[src/rtl/decoder_pkg.sv]
// Shared types and default sizing for the row/column decoder-scanner.
package decoder_pkg;

    typedef enum logic {
        MODE_DIRECT = 1'b0,
        MODE_SCAN   = 1'b1
    } scan_mode_t;

    localparam int DEC_N_DEFAULT       = 32'd3;
    localparam int DEC_DWELL_W_DEFAULT = 32'd8;

endpackage

[src/rtl/decoder_scanner_decoder_n_to_2n.sv]
// Combinational N-to-2^N one-hot decoder; all-zero when not enabled.
module decoder_n_to_2n
    import decoder_pkg::*;
#(
    parameter int N = DEC_N_DEFAULT
) (
    input  logic             ena,
    input  logic [N-1:0]     in,
    output logic [2**N-1:0]  out
);

    // One-hot select of the addressed line, blanked when disabled
    always_comb begin
        out = {(2**N){1'b0}};
        if (ena) begin
            out[in] = 1'b1;
        end else begin
            out = {(2**N){1'b0}};
        end
    end

endmodule

[src/rtl/decoder_scanner.sv]
// Registered one-hot decoder with a self-timed scan mode for the LED matrix
// row/column selects. N must be at least 2.
module decoder_scanner
    import decoder_pkg::*;
#(
    parameter int N       = DEC_N_DEFAULT,
    parameter int DWELL_W = DEC_DWELL_W_DEFAULT
) (
    input  logic               clk,
    input  logic               rst_n,
    input  logic               ena,
    input  logic               mode,
    input  logic [N-1:0]       in,
    input  logic [DWELL_W-1:0] dwell,
    output logic [2**N-1:0]    out,
    output logic [N-1:0]       index,
    output logic               wrap
);

    localparam int OUTPUTS = 2**N;
    localparam logic [N-1:0]       IDX_ZERO = {N{1'b0}};
    localparam logic [N-1:0]       IDX_ONE  = {{(N-1){1'b0}}, 1'b1};
    localparam logic [N-1:0]       IDX_LAST = {N{1'b1}};
    localparam logic [DWELL_W-1:0] CNT_ZERO = {DWELL_W{1'b0}};
    localparam logic [DWELL_W-1:0] CNT_ONE  = {{(DWELL_W-1){1'b0}}, 1'b1};

    scan_mode_t           mode_r;
    logic [N-1:0]         index_r;
    logic [DWELL_W-1:0]   cnt_r;
    logic                 wrap_r;
    logic [OUTPUTS-1:0]   out_r;

    logic [N-1:0]         index_next_s;
    logic [DWELL_W-1:0]   cnt_next_s;
    logic                 wrap_next_s;
    logic [OUTPUTS-1:0]   out_next_s;

    // Next line selection: direct load, scan entry restart, or dwell-timed step
    always_comb begin
        index_next_s = index_r;
        cnt_next_s   = cnt_r;
        wrap_next_s  = 1'b0;
        if (scan_mode_t'(mode) == MODE_DIRECT) begin
            index_next_s = in;
            cnt_next_s   = CNT_ZERO;
        end else if (mode_r == MODE_DIRECT) begin
            index_next_s = IDX_ZERO;
            cnt_next_s   = CNT_ZERO;
        end else if (cnt_r >= dwell) begin
            // >= so a lowered dwell advances at once instead of counting round
            cnt_next_s   = CNT_ZERO;
            index_next_s = index_r + IDX_ONE;
            wrap_next_s  = (index_r == IDX_LAST);
        end else begin
            cnt_next_s   = cnt_r + CNT_ONE;
        end
    end

    decoder_n_to_2n #(
        .N (N)
    ) u_dec (
        .ena (ena),
        .in  (index_next_s),
        .out (out_next_s)
    );

    // Scan state and registered outputs
    always_ff @(posedge clk or negedge rst_n) begin
        if (!rst_n) begin
            mode_r  <= MODE_DIRECT;
            index_r <= IDX_ZERO;
            cnt_r   <= CNT_ZERO;
            wrap_r  <= 1'b0;
            out_r   <= {OUTPUTS{1'b0}};
        end else begin
            mode_r  <= scan_mode_t'(mode);
            index_r <= index_next_s;
            cnt_r   <= cnt_next_s;
            wrap_r  <= wrap_next_s;
            out_r   <= out_next_s;
        end
    end

    assign out   = out_r;
    assign index = index_r;
    assign wrap  = wrap_r;

endmodule
[config.mk]
export PLATFORM = sky130hd
export DESIGN_NAME = decoder_scanner
export DESIGN_NICKNAME = d
export VERILOG_FILES = /design/src/rtl/decoder_pkg.sv /design/src/rtl/decoder_scanner_decoder_n_to_2n.sv /design/src/rtl/decoder_scanner.sv
export SDC_FILE = /design/constraint.sdc
export NUM_CORES = 1
export LEC_CHECK = 0
export ABC_AREA = 1
export CORE_ASPECT_RATIO = 1.2
export CORE_MARGIN = 2
export CORE_UTILIZATION = 53
export CTS_BUF_LIST = sky130_fd_sc_hd__clkbuf_4 sky130_fd_sc_hd__clkbuf_8
export DETAILED_ROUTE_END_ITERATION = 10
export DONT_BUFFER_PORTS = 1
export HOLD_SLACK_MARGIN = 0.02
export PLACE_DENSITY = 0.76
export SETUP_SLACK_MARGIN = 0.02
export SLEW_MARGIN = 30
export SYNTH_ARGS = -nofsm -noshare
export SYNTH_HDL_FRONTEND = slang
export SYNTH_SLANG_ARGS = --single-unit
[constraint.sdc]
create_clock -name clk -period 2 [get_ports clk]
set_clock_uncertainty 0.05 [all_clocks]
set_input_delay 0.1 -clock clk [delete_from_list [all_inputs] [get_ports clk]]
set_output_delay 0.1 -clock clk [all_outputs]
set_load 0.01 [all_outputs]
==> results.tsv, run 1 <==
metric	value	unit
status	finished clean	
ys_ff_latch	21	
syn-num-nets	152	
gp_congestion	0.877	
crit_end	out[0]	
path_delay_family	simple AND/OR/NAND/NOR gates	
firstDrtPassIters	3	
finalCritPeriodShare	0.894	
synth.top_cells.by_area	dfrtp_1 47%, ha_1 12%, nand2_1 8.1%, inv_1 7.4%, nor2_1 6.1%	
tightest_slew	0.455	ns
grt_pass1_wl	3040	um
tns	0	ns
synth-edff-count	0	
placementRows	18	
r2r_end	out[0]	
antenna_found_initial	0	
layout.nets	164	
cts_tree	yes	
die_y	54.2	um
synth_area	1110	um2
synth-async-reset-ratio	1.00	
drcViolationCount	0	
die_x	45.8	um
drtAntennaViolNets	0	
end_kind	flip-flop	
startpoint_type	flip-flop	
p_leak	0.697	nW
fin_ws	0.212	ns
power_density	596	nW/um2
boundaryPins	27	
rsz0062_at_grt	no	
dieArea	2480	um2
hold_viol	0	
cp-startpoint	cnt_r[7]	
core	2030	um2
ir_drop	454	uV
cp_cell_sequence	ha_1 -> a21o_1 -> nor2_4 -> nand3_2 -> nand2_1 -> nand3_2 -> nand2_2 -> inv_2 -> nand2_1 -> nor2_1	
fmax	559	MHz
maxSlewHeadroom	0.696	
start_util	0.548	
synth-seq-area-share	0.473	
setup_viol	0	
max-clock-path-buffers	2	
cp_max_fo	5	
grt_pass1_vias	792	
yosysTopAreaCell	dfrtp_1	
drv_slew	0	
cpPeakStageDelay	0.41	ns
reg2reg_from	cnt_r[7]	
cp_slowest_cell	dfrtp_1	
yosysUniqueCellTypes	17	
grt-ovfl-total	0	
cts_setup_buffers	0	
critPathBufInv	1	
synth_cells	126	
clock_latency	0.31	ns
max_cap_violations	0	
cp_data_arrival_time	1.95	ns
drt_wl_total	1980	um
numCtsBuffers	3	
crit_type	flip-flop to flip-flop	
htreeDepth	1	
diodes	0	
clock_sinks	21	
synthFlopType	dfrtp_1	
clk_pin_slew	0.11	ns
ys_warn_count	0	
area_growth	11.0	%
fill_cells	186	
r2r_cells	10	
cts_root_buffer	clkbuf_4	
grt_max_degree	22	
dp_slack	0.199	ns
vias_per_cell	5.20	
io_buffers	0	
grt_usage	0.177	
power.total	735	uW
drive_gt1_frac	0.124	
yosysMostFrequentCell	nand2_1	
vias	816	
detail_route.wl_per_cell	12.6	um
drtIter0Drc	8	
cp.depth	10	
hp-class	input port to flip-flop	
r2r_slack	0.21	ns
synth_common_cells	24 x nand2_1, 22 x inv_1, 21 x dfrtp_1	
syn_area_per_cell	8.82	um2
worstPathRequired	2.16	ns
hpwl	1460	um
period_minus_slack	1.79	ns
synth_top_area_share	0.473	
worst min-delay path: stages:
cell     delay [ns]
nand2_1        0.04
inv_1          0.09
nand3_1        0.10
inv_1          0.04
kinds of logic after synthesis:
group / share of synthesized area
flip-flops: 0.473
AO/OA/AOI/OAI: 0.0158
XOR/XNOR: 0.0394
AND/OR/NAND/NOR: 0.267
adder cells (fa/ha/maj): 0.124
buffers and inverters: 0.0811
registers in the layout (all words and copies together) (netlist names):
signal,flops
mode_r,1
out,8
wrap,1
index,3
cnt_r,8
repair_timing:
item	in CTS	in global routing
hold buffers	6	1
hold endpoints to repair	33	21
gates resized for setup	0	2
setup endpoints to repair	0	1
worst min-delay path by stage:
stage,start,to,cells after the start
CTS,mode,wrap,4
global placement,rst_n,index[2],0
finish,mode,wrap,4
global route,mode,wrap,4
floorplan,rst_n,cnt_r[0],0
detailed placement,rst_n,wrap,0
final cells by class:
| class | count | area [um2] | share of cell area |
|---|---|---|---|
| Clock buffer | 3 | 22.5 | 0.0183 |
| Sequential cell | 21 | 526 | 0.426 |
| Multi-Input combinational cell | 81 | 500 | 0.406 |
| Clock inverter | 1 | 5.00 | 0.00406 |
| Timing Repair Buffer | 7 | 65.1 | 0.0527 |
| Tap cell | 20 | 25.0 | 0.0203 |
| Inverter | 24 | 90.1 | 0.0730 |
power breakdown:
| group | total [mW] | switching [mW] | internal [mW] |
|---|---|---|---|
| logic | 0.0830 | 0.0517 | 0.0313 |
| registers | 0.452 | 0.0149 | 0.437 |
| clock network | 0.200 | 0.125 | 0.0749 |
| total | 0.735 | 0.192 | 0.543 |
through the flow:
stage / util / hold WS, ns / cells / area (um2)
2_1_floorplan: - / -0.246 / 126 / 1110
3_3_place_gp: 0.560 / -0.245 / 146 / 1140
3_5_place_dp: 0.560 / -0.245 / 146 / 1140
4_1_cts: 0.604 / 0.0442 / 156 / 1220
5_1_grt: 0.609 / 0.0704 / 157 / 1230
6_report: 0.609 / 0.0361 / 157 / 1230
routing by layer:
| layer | wire length, um | share of wire | vias to the layer above | GRT usage |
|---|---|---|---|---|
| met5 | 0 | 0 | - | 0 |
| met1 | 803 | 0.41 | 377 | 0.169 |
| met2 | 1050 | 0.53 | 20 | 0.343 |
| met3 | 75 | 0.038 | 5 | 0.0201 |
| li1 | - | - | 414 | - |
| met4 | 51 | 0.026 | 0 | 0.114 |
layout by cell type, fill, tap and decap left out:
master,Yosys,layout
nand3b_1,2,2
nand2_1,24,22
nor2_1,18,18
inv_1,22,22
inv_2,2,2
nand4_1,4,4
xor2_1,4,4
nor2_4,1,1
a21o_1,1,1
nor3b_1,1,1
xnor2_1,1,1
nand3_2,3,3
nand3_1,5,5
nand2_2,4,6
dlygate4sd3_1,0,6
ha_1,11,11
clkinv_2,0,1
dfrtp_1,21,21
clkbuf_4,0,3
buf_2,0,1
a21oi_1,2,2
No activity file was read; power rests on OpenSTA's default activity.
==> inputs of run 2 (changes only) <==
--- a/config.mk
+++ b/config.mk
@@ -9,7 +9,7 @@
 export CORE_ASPECT_RATIO = 1.2
 export CORE_MARGIN = 2
 export CORE_UTILIZATION = 53
-export CTS_BUF_LIST = sky130_fd_sc_hd__clkbuf_4 sky130_fd_sc_hd__clkbuf_8
+export CTS_BUF_LIST = sky130_fd_sc_hd__clkbuf_16
 export DETAILED_ROUTE_END_ITERATION = 10
 export DONT_BUFFER_PORTS = 1
 export HOLD_SLACK_MARGIN = 0.02
==> run 2 against run 1 <==
- flip-flop and latch count is the same
- design area increased by 4.5%
- register-to-register slack about the same
- via count decreased by 0.98%
- final cell count is the same
- maximum frequency down 0.33%
- total power is 28% higher
==> results.tsv, run 2 (synthesis results as in run 1) <==
metric	value	unit
tns	0	ns
status	finished clean	
clk_pin_slew	0.05	ns
clock_latency	0.25	ns
cts_root_buffer	clkbuf_16	
clock_sinks	21	
netSwitchingFraction	0.216	
cp_cell_sequence	ha_1 -> nand2_1 -> a21oi_1 -> nor2_4 -> nand3_2 -> nand2_1 -> nand3_2 -> nand3_1 -> nor2_1	
antenna_found_initial	0	
pwr-share-seq	0.481	
die_x	45.8	um
end_kind	flip-flop	
period_minus_slack	1.79	ns
layout_common_cells	22 x inv_1, 22 x nand2_1, 21 x dfrtp_1	
grt_pass1_wl	3060	um
fill_cells	179	
cp_data_arrival_time	1.92	ns
critPathBufInv	0	
cts_tree	yes	
grt_pass1_vias	807	
pwr-share-clk	0.431	
drtIter0Drc	4	
area_growth	16.0	%
tightest_slew	0.444	ns
cp_max_fo	5	
drt_wl_total	1940	um
pwr-share-comb	0.088	
startpoint_type	flip-flop	
max-clock-path-buffers	2	
rsz0062_at_grt	no	
start_util	0.548	
layout.nets	164	
htreeDepth	1	
path_delay_family	simple AND/OR/NAND/NOR gates	
cpPeakStageDelay	0.39	ns
hpwl	1460	um
p_switching	204	uW
drtAntennaViolNets	0	
power.total	941	uW
fmax	557	MHz
drcViolationCount	0	
fin_area	1290	um2
drv_slew	0	
worstPathRequired	2.13	ns
dpl.cell_count	146	
finalCritPeriodShare	0.897	
hold_viol	0	
dieArea	2480	um2
grt-ovfl-total	0	
boundaryPins	27	
gp_congestion	0.877	
firstDrtPassIters	2	
die_y	54.2	um
max_cap_violations	0	
p_int	737	uW
p_leak	0.720	nW
maxSlewHeadroom	0.704	
hp-class	input port to flip-flop	
core	2030	um2
drive_gt1_frac	0.131	
diodes	0	
final_cells	157	
crit_type	flip-flop to flip-flop	
setup_viol	0	
power_density	730	nW/um2
numCtsBuffers	3	
place_area	1140	um2
grt_max_degree	22	
vias	808	
ir_drop	602	uV
detail_route.wl_per_cell	12.3	um
placementRows	18	
cp_slowest_cell	dfrtp_1	
io_buffers	0	
vias_per_cell	5.15	
grt_usage	0.173	
## run 2: cell count changes in the layout (fill, tap and decap cells not counted)
cell / change
clkbuf_16: +3
clkbuf_4: -3
nor2_1: -1
nor2_2: +1
## run 2: power groups by stage
stage	Combinational, mW	Sequential (mW)	Clock [mW]
after floorplan	0.0520	0.457	0
after global placement	0.0602	0.460	0
after detailed placement	0.0633	0.461	0
after CTS	0.0824	0.453	0.413
after global routing	0.0965	0.454	0.436
final	0.0826	0.453	0.406
## run 2: repair_timing
| action | CTS | global route |
|---|---|---|
| endpoints found under the setup margin | 0 | 2 |
| gates resized for setup | 0 | 3 |
| buffers inserted | 0 | 0 |
| hold buffers | 6 | 1 |
| hold endpoints to repair | 29 | 21 |
## run 2: layer usage
metal  wire length, um  global-route usage
met5                 0                   0
met4                25              0.0857
met3                68              0.0235
met2              1050               0.343
met1               789               0.169
## run 2: cell type report
type                       count  area [um2]  area share
tap                           20        25.0      0.0194
clock inverter                 1        5.00     0.00388
multi-input combinational     81         503       0.390
clock buffer                   3        75.1      0.0583
timing repair buffer           7        65.1      0.0505
sequential                    21         526       0.408
inverter                      24        90.1      0.0699
## run 2: path summary, 6_finish.rpt
kind / start / end / slack, ns / depth (start not counted)
max reg2reg: cnt_r[7] / out[0] / 0.21 / 9
min: ena / out[2] / 0.05 / 2
min in group asynchronous: rst_n / out[6] / 0.28 / 2
min reg2reg: cnt_r[0] / cnt_r[0] / 0.45 / 1
max: cnt_r[7] / out[0] / 0.21 / 9
max in group asynchronous: rst_n / cnt_r[2] / 1.31 / 2
## run 2: through the flow
step | worst slack (ns) | hold WS [ns] | utilization
2_1_floorplan | 0.373 | -0.246 | -
3_3_place_gp | 0.246 | -0.245 | 0.560
3_5_place_dp | 0.199 | -0.245 | 0.560
4_1_cts | 0.171 | 0.0454 | 0.630
5_1_grt | 0.0443 | 0.0646 | 0.636
6_report | 0.206 | 0.0506 | 0.636
